File: src/rtl/load_store_unit.sv
// rtl/load_store_unit.sv - Load/store bus responder: lane steering, extension, stall and error reporting
module load_store_unit #(
    parameter int unsigned TIMEOUT_CYCLES = 255
) (
    input  logic        clk_in,
    input  logic        rst_n_in,
    input  logic        MemRead_in,
    input  logic        MemWrite_in,
    input  logic [2:0]  Funct3_in,
    input  logic [31:0] Addr_in,
    input  logic [31:0] StoreData_in,
    output logic        Stall_out,
    output logic [31:0] LoadData_out,
    output logic        LoadValid_out,
    output logic        AccessErr_out,
    output logic        BusReq_out,
    output logic        BusWe_out,
    output logic [31:0] BusAddr_out,
    output logic [31:0] BusWdata_out,
    output logic [3:0]  BusBe_out,
    input  logic        BusGnt_in,
    input  logic        BusRvalid_in,
    input  logic [31:0] BusRdata_in
);

    typedef enum logic [1:0] {IDLE, REQ, WAIT_R, DONE} state_t;

    state_t      state;
    state_t      stateNext;

    logic [31:0] addrReg;
    logic [3:0]  beReg;
    logic [31:0] wdataReg;
    logic [2:0]  f3Reg;
    logic        weReg;
    logic        tmoErrReg;
    logic [15:0] cycleCnt;
    logic [31:0] loadDataReg;
    logic        idleErrReg;

    logic        cmdPresent;
    logic        funct3Legal;
    logic        misaligned;
    logic        acceptCmd;
    logic        rejectCmd;
    logic        timeoutNow;
    logic        timeoutHit;
    logic [3:0]  beNew;
    logic [31:0] wdataNew;
    logic [7:0]  rdByte;
    logic [15:0] rdHalf;
    logic [31:0] loadExt;

    // Command decode; a store wins when both commands are raised together
    always_comb begin
        cmdPresent  = MemRead_in | MemWrite_in;
        funct3Legal = 1'b0;
        if (MemWrite_in) begin
            funct3Legal = (Funct3_in == 3'b000) || (Funct3_in == 3'b001) || (Funct3_in == 3'b010);
        end else begin
            funct3Legal = (Funct3_in == 3'b000) || (Funct3_in == 3'b001) || (Funct3_in == 3'b010) ||
                          (Funct3_in == 3'b100) || (Funct3_in == 3'b101);
        end
        misaligned = ((Funct3_in[1:0] == 2'b01) && Addr_in[0]) ||
                     ((Funct3_in[1:0] == 2'b10) && (Addr_in[1:0] != 2'b00));
        acceptCmd  = (state == IDLE) && cmdPresent && funct3Legal && !misaligned;
        rejectCmd  = (state == IDLE) && cmdPresent && !(funct3Legal && !misaligned);
    end

    always_comb begin
        beNew    = 4'b1111;
        wdataNew = StoreData_in;
        case (Funct3_in[1:0])
            2'b00: begin
                beNew    = 4'b0001 << Addr_in[1:0];
                wdataNew = {4{StoreData_in[7:0]}};
            end
            2'b01: begin
                beNew    = 4'b0011 << {Addr_in[1], 1'b0};
                wdataNew = {2{StoreData_in[15:0]}};
            end
            default: begin
                beNew    = 4'b1111;
                wdataNew = StoreData_in;
            end
        endcase
    end

    always_comb begin
        rdByte  = BusRdata_in[{addrReg[1:0], 3'b000} +: 8];
        rdHalf  = BusRdata_in[{addrReg[1], 4'b0000} +: 16];
        case (f3Reg)
            3'b000:  loadExt = {{24{rdByte[7]}}, rdByte};
            3'b001:  loadExt = {{16{rdHalf[15]}}, rdHalf};
            3'b100:  loadExt = {24'h000000, rdByte};
            3'b101:  loadExt = {16'h0000, rdHalf};
            default: loadExt = BusRdata_in;
        endcase
    end

    // A grant or rvalid in the timeout cycle still completes the access normally
    always_comb begin
        stateNext  = state;
        timeoutNow = (cycleCnt == 16'(TIMEOUT_CYCLES - 1));
        timeoutHit = 1'b0;
        case (state)
            IDLE: begin
                if (acceptCmd) stateNext = REQ;
            end
            REQ: begin
                if (BusGnt_in) begin
                    stateNext = weReg ? DONE : WAIT_R;
                end else if (timeoutNow) begin
                    stateNext  = DONE;
                    timeoutHit = 1'b1;
                end
            end
            WAIT_R: begin
                if (BusRvalid_in) begin
                    stateNext = DONE;
                end else if (timeoutNow) begin
                    stateNext  = DONE;
                    timeoutHit = 1'b1;
                end
            end
            default: stateNext = IDLE;
        endcase
    end

    always_ff @(posedge clk_in or negedge rst_n_in) begin
        if (!rst_n_in) begin
            state       <= IDLE;
            addrReg     <= 32'h0;
            beReg       <= 4'h0;
            wdataReg    <= 32'h0;
            f3Reg       <= 3'h0;
            weReg       <= 1'b0;
            tmoErrReg   <= 1'b0;
            cycleCnt    <= 16'h0;
            loadDataReg <= 32'h0;
            idleErrReg  <= 1'b0;
        end else begin
            state      <= stateNext;
            idleErrReg <= rejectCmd;
            if (acceptCmd) begin
                addrReg   <= Addr_in;
                beReg     <= beNew;
                wdataReg  <= wdataNew;
                f3Reg     <= Funct3_in;
                weReg     <= MemWrite_in;
                tmoErrReg <= 1'b0;
                cycleCnt  <= 16'h0;
            end else if ((state == REQ) || (state == WAIT_R)) begin
                cycleCnt <= cycleCnt + 16'd1;
            end
            if (timeoutHit) tmoErrReg <= 1'b1;
            // A timed-out store leaves the last load result untouched
            if ((state == WAIT_R) && BusRvalid_in) begin
                loadDataReg <= loadExt;
            end else if (timeoutHit && !weReg) begin
                loadDataReg <= 32'h0;
            end
        end
    end

    always_comb begin
        Stall_out     = acceptCmd || (state == REQ) || (state == WAIT_R);
        BusReq_out    = (state == REQ);
        BusWe_out     = (state == REQ) && weReg;
        BusAddr_out   = (state == REQ) ? {addrReg[31:2], 2'b00} : 32'h0;
        BusBe_out     = (state == REQ) ? beReg : 4'h0;
        BusWdata_out  = (state == REQ) ? wdataReg : 32'h0;
        LoadValid_out = (state == DONE) && !weReg && !tmoErrReg;
        AccessErr_out = idleErrReg || ((state == DONE) && tmoErrReg);
        LoadData_out  = loadDataReg;
    end

endmodule

File: config.mk
export PLATFORM = sky130hd
export DESIGN_NAME = load_store_unit
export DESIGN_NICKNAME = d
export VERILOG_FILES = /design/src/rtl/load_store_unit.sv
export SDC_FILE = /design/constraint.sdc
export NUM_CORES = 1
export LEC_CHECK = 0
export ABC_AREA = 0
export CELL_PAD_IN_SITES_DETAIL_PLACEMENT = 1
export CELL_PAD_IN_SITES_GLOBAL_PLACEMENT = 1
export CORE_ASPECT_RATIO = 0.6
export CORE_UTILIZATION = 51
export CTS_BUF_LIST = sky130_fd_sc_hd__clkbuf_16
export DETAILED_ROUTE_END_ITERATION = 6
export DONT_BUFFER_PORTS = 1
export HOLD_SLACK_MARGIN = 0.05
export MAX_ROUTING_LAYER = met4
export PLACE_DENSITY = 0.94
export SETUP_SLACK_MARGIN = 0.5
export SYNTH_ARGS = -nofsm -noshare
export SYNTH_HDL_FRONTEND = slang
export SYNTH_SLANG_ARGS = --single-unit
File: constraint.sdc
create_clock -name clk_in -period 5.3 [get_ports clk_in]
set_input_delay 1.325 -clock clk_in [delete_from_list [all_inputs] [get_ports clk_in]]
set_output_delay 1.325 -clock clk_in [all_outputs]
set_load 0.005 [all_outputs]
==> metrics <==
CP delay by family, top=adder cells; # DRC=0; slowest cell on the critical path=ha_2; hold-fix buffers at CTS=0; Die ar.=12800 sq um; Cell variety after synth=54; Power Density=577 nW/um^2; crit path cell chain=inv_1 > ha_2 > and2_1; RR Startpoint=state[1]; number of synthesized register bits=124; final setup fails=0; clk_skew=0.0108 ns; Worst-Margin Slew=1.06 ns; CTS Buf Count=17; Multi-input gate area=2950 sq um; post-layout min period=3.58 ns; Pwr Total=4.01 mW; pre-CTS setup slack=1.72 ns; flop2flop setup slack=2.50 ns; combinational share of power=28.7%; async set-reset flop share out of synthesis=100%; drt first pass iters=5; DR WL/cell=22.3 microns; number of top-level pins=210; initial core utilization=52.3%; crit path launch type=flop; # Post-CTS Setup Buffers=0; crit path kind=flop to primary output; run status=completed; fin crit share=67.5%; crit path capture type=primary output; area grow syn2layout=10.2%; Clk network pwr share=29.1%; Ys Warns=0; violation count after the first detailed-route iteration=389; Die Height=88.1 microns; Hold WS=0.469 ns; most frequent cells in the layout=nand2_1, dfrtp_1, and2_1; post-synthesis area per instance=9.29 sq um; Max VDD drop=0.000295 V; final wirelength=18700 microns; worst skew pair latency=0.41 ns; Finished Layout Cells=837; clock-pin slew of the registers on the worst-case setup and hold paths=0.06 ns; post-cts resize count=0; sw power=1.49 mW; Top FF cell, synth=dfrtp_1; Internal=2.52 mW; register area=3100 sq um; core footprint=12100 sq um; Post-Synthesis Cell Area=6310 sq um; worst rel slew slack=29.2%; Max-Cap Viols=0; antenna diode count=0; Filler cells=1372; worst hold path endpoint=addrReg[24]; global-route wire length before repair=29200 microns; CTS tree=yes; H-tree depth=4; # rows=31; die boundary width=146 microns; fin. max-slew vios=0; fin worst setup slack=1.72 ns; CTS Root Cell=clkbuf_16; Layout Nets=771; worst path required time=3.97 ns; fraction of synthesized cell area taken by the top area cell type=49.2%; Routed Antenna Nets=0; Post-synth EDFFs=0; gpl congestion=0.827; Worst Path Max Fanout=71; switching share of power=37.1%; Seq/Total Area, Yosys=49.2%; initial antenna violation count=0; final cell area excluding filler cells=6950 sq um; leakage=3.31 nW; Hold Path Stages=2; routed vias/inst=6.02; Post-Place Cells=805; max incr delay on CP=0.91 ns; Synth area leaders=dfrtp_1, nand2_1, and2_1, mux2i_1, o21ai_0; dpl hpwl=12700 microns; number of global-route vias before repair=5197; commonest non-fill, non-tap cell in the layout=nand2_1; RSZ-0062 raised after global routing=false; Buffers on Ports=0; clk buf depth=2; crit path DAT=2.25 ns; R2R depth=7; largest net degree at the start of global routing=125; Hold Crit Class=flop to flop; routed vias=5041; share of cells above drive strength 1=8.33%; Fmax=280 MHz; sequential share of power=42.2%; setup TNS=0 ns; GRT overflow=0; post-synthesis cell count=679; Final Hold Viols=0; Hold Path Origin=addrReg[24]; Finished Core Util=57.6%; RR Endpoint=LoadData_out[23]; placed cell area=6360 sq um; Sink Count=124; area leader, netlist=dfrtp_1; GRT Resource Usage Total=30.9%; Buf/Inv on CP=1
## Yosys cell counts, types with 3 or more instances
cell / n
nand2_1: 170
dfrtp_1: 124
and2_1: 69
o21ai_0: 35
nor2_1: 30
mux2i_1: 25
clkbuf_1: 22
inv_1: 19
a221o_1: 17
a21oi_1: 15
buf_2: 15
nand2b_1: 13
a21o_1: 10
mux2_2: 10
a221oi_1: 9
nand3_1: 8
o2bb2ai_1: 8
ha_1: 7
o221ai_1: 7
xnor2_1: 7
nand4_1: 4
nor4_1: 4
xor2_1: 4
buf_1: 3
nor3_1: 3
nor3b_1: 3
or3_1: 3
## flip-flops by register name, indices dropped and copies added, names as in the netlist
signal        count
LoadData_out     32
tmoErrReg         1
f3Reg             3
idleErrReg        1
wdataReg         32
beReg             4
state             2
cycleCnt         16
weReg             1
addrReg          32
## power by group through the flow
| stage | combinational, mW | clock (mW) | sequential, mW |
|---|---|---|---|
| 2_1_floorplan | 0.947 | 0 | 1.54 |
| 3_3_place_gp | 1.04 | 0 | 1.65 |
| 3_5_place_dp | 1.14 | 0 | 1.69 |
| 4_1_cts | 1.16 | 1.19 | 1.69 |
| 5_1_grt | 1.29 | 1.23 | 1.74 |
| 6_report | 1.15 | 1.17 | 1.69 |
## how the worst max path moves through the flow
stage                     cells after the start    startpoint           end
after floorplan                               5  Funct3_in[0]     Stall_out
after global placement                        3  Funct3_in[0]     Stall_out
after detailed placement                      3  Funct3_in[0]     Stall_out
after CTS                                     3      state[1]  BusBe_out[0]
after global routing                          3      state[1]  BusBe_out[0]
final                                         3      state[1]  BusBe_out[0]
## logic make-up (layout without fill, tap and decap cells)
logic type               Yosys count  after routing  synth area share, %
multiplexers                      35             35                 5.75
AND/OR/NAND/NOR                  319            319                 24.0
other                              1              2               0.0595
XOR/XNOR                          11             11                 1.53
flip-flops                       124            124                 49.2
AO/OA/AOI/OAI                    119            119                 13.6
buffers and inverters             63             55                 4.40
adder cells (fa/ha/maj)            7              7                 1.39
## worst min-delay path: cells and delay by family (launching register included)
family	cells	cell delay (ns)
flops	1	0.33
simple gates	2	0.11
## layout make-up
cell class,instances,share of cell area [%]
clock buffer,17,6.12
clock inverter,15,2.38
inverter,19,1.03
multi-input combinational,493,42.4
sequential,124,44.7
tap,165,2.97
timing repair buffer,4,0.432
## per-layer routing
| metal | GRT usage, % | part of all wire (%) | vias up |
|---|---|---|---|
| met3 | 9.01 | 7.2 | 18 |
| met2 | 47.4 | 47 | 202 |
| met4 | 8.13 | 0.97 | 0 |
| met5 | - | 0 | - |
| met1 | 40.2 | 45 | 2557 |
| li1 | - | - | 2264 |
(Power assumes the default switching activity.)
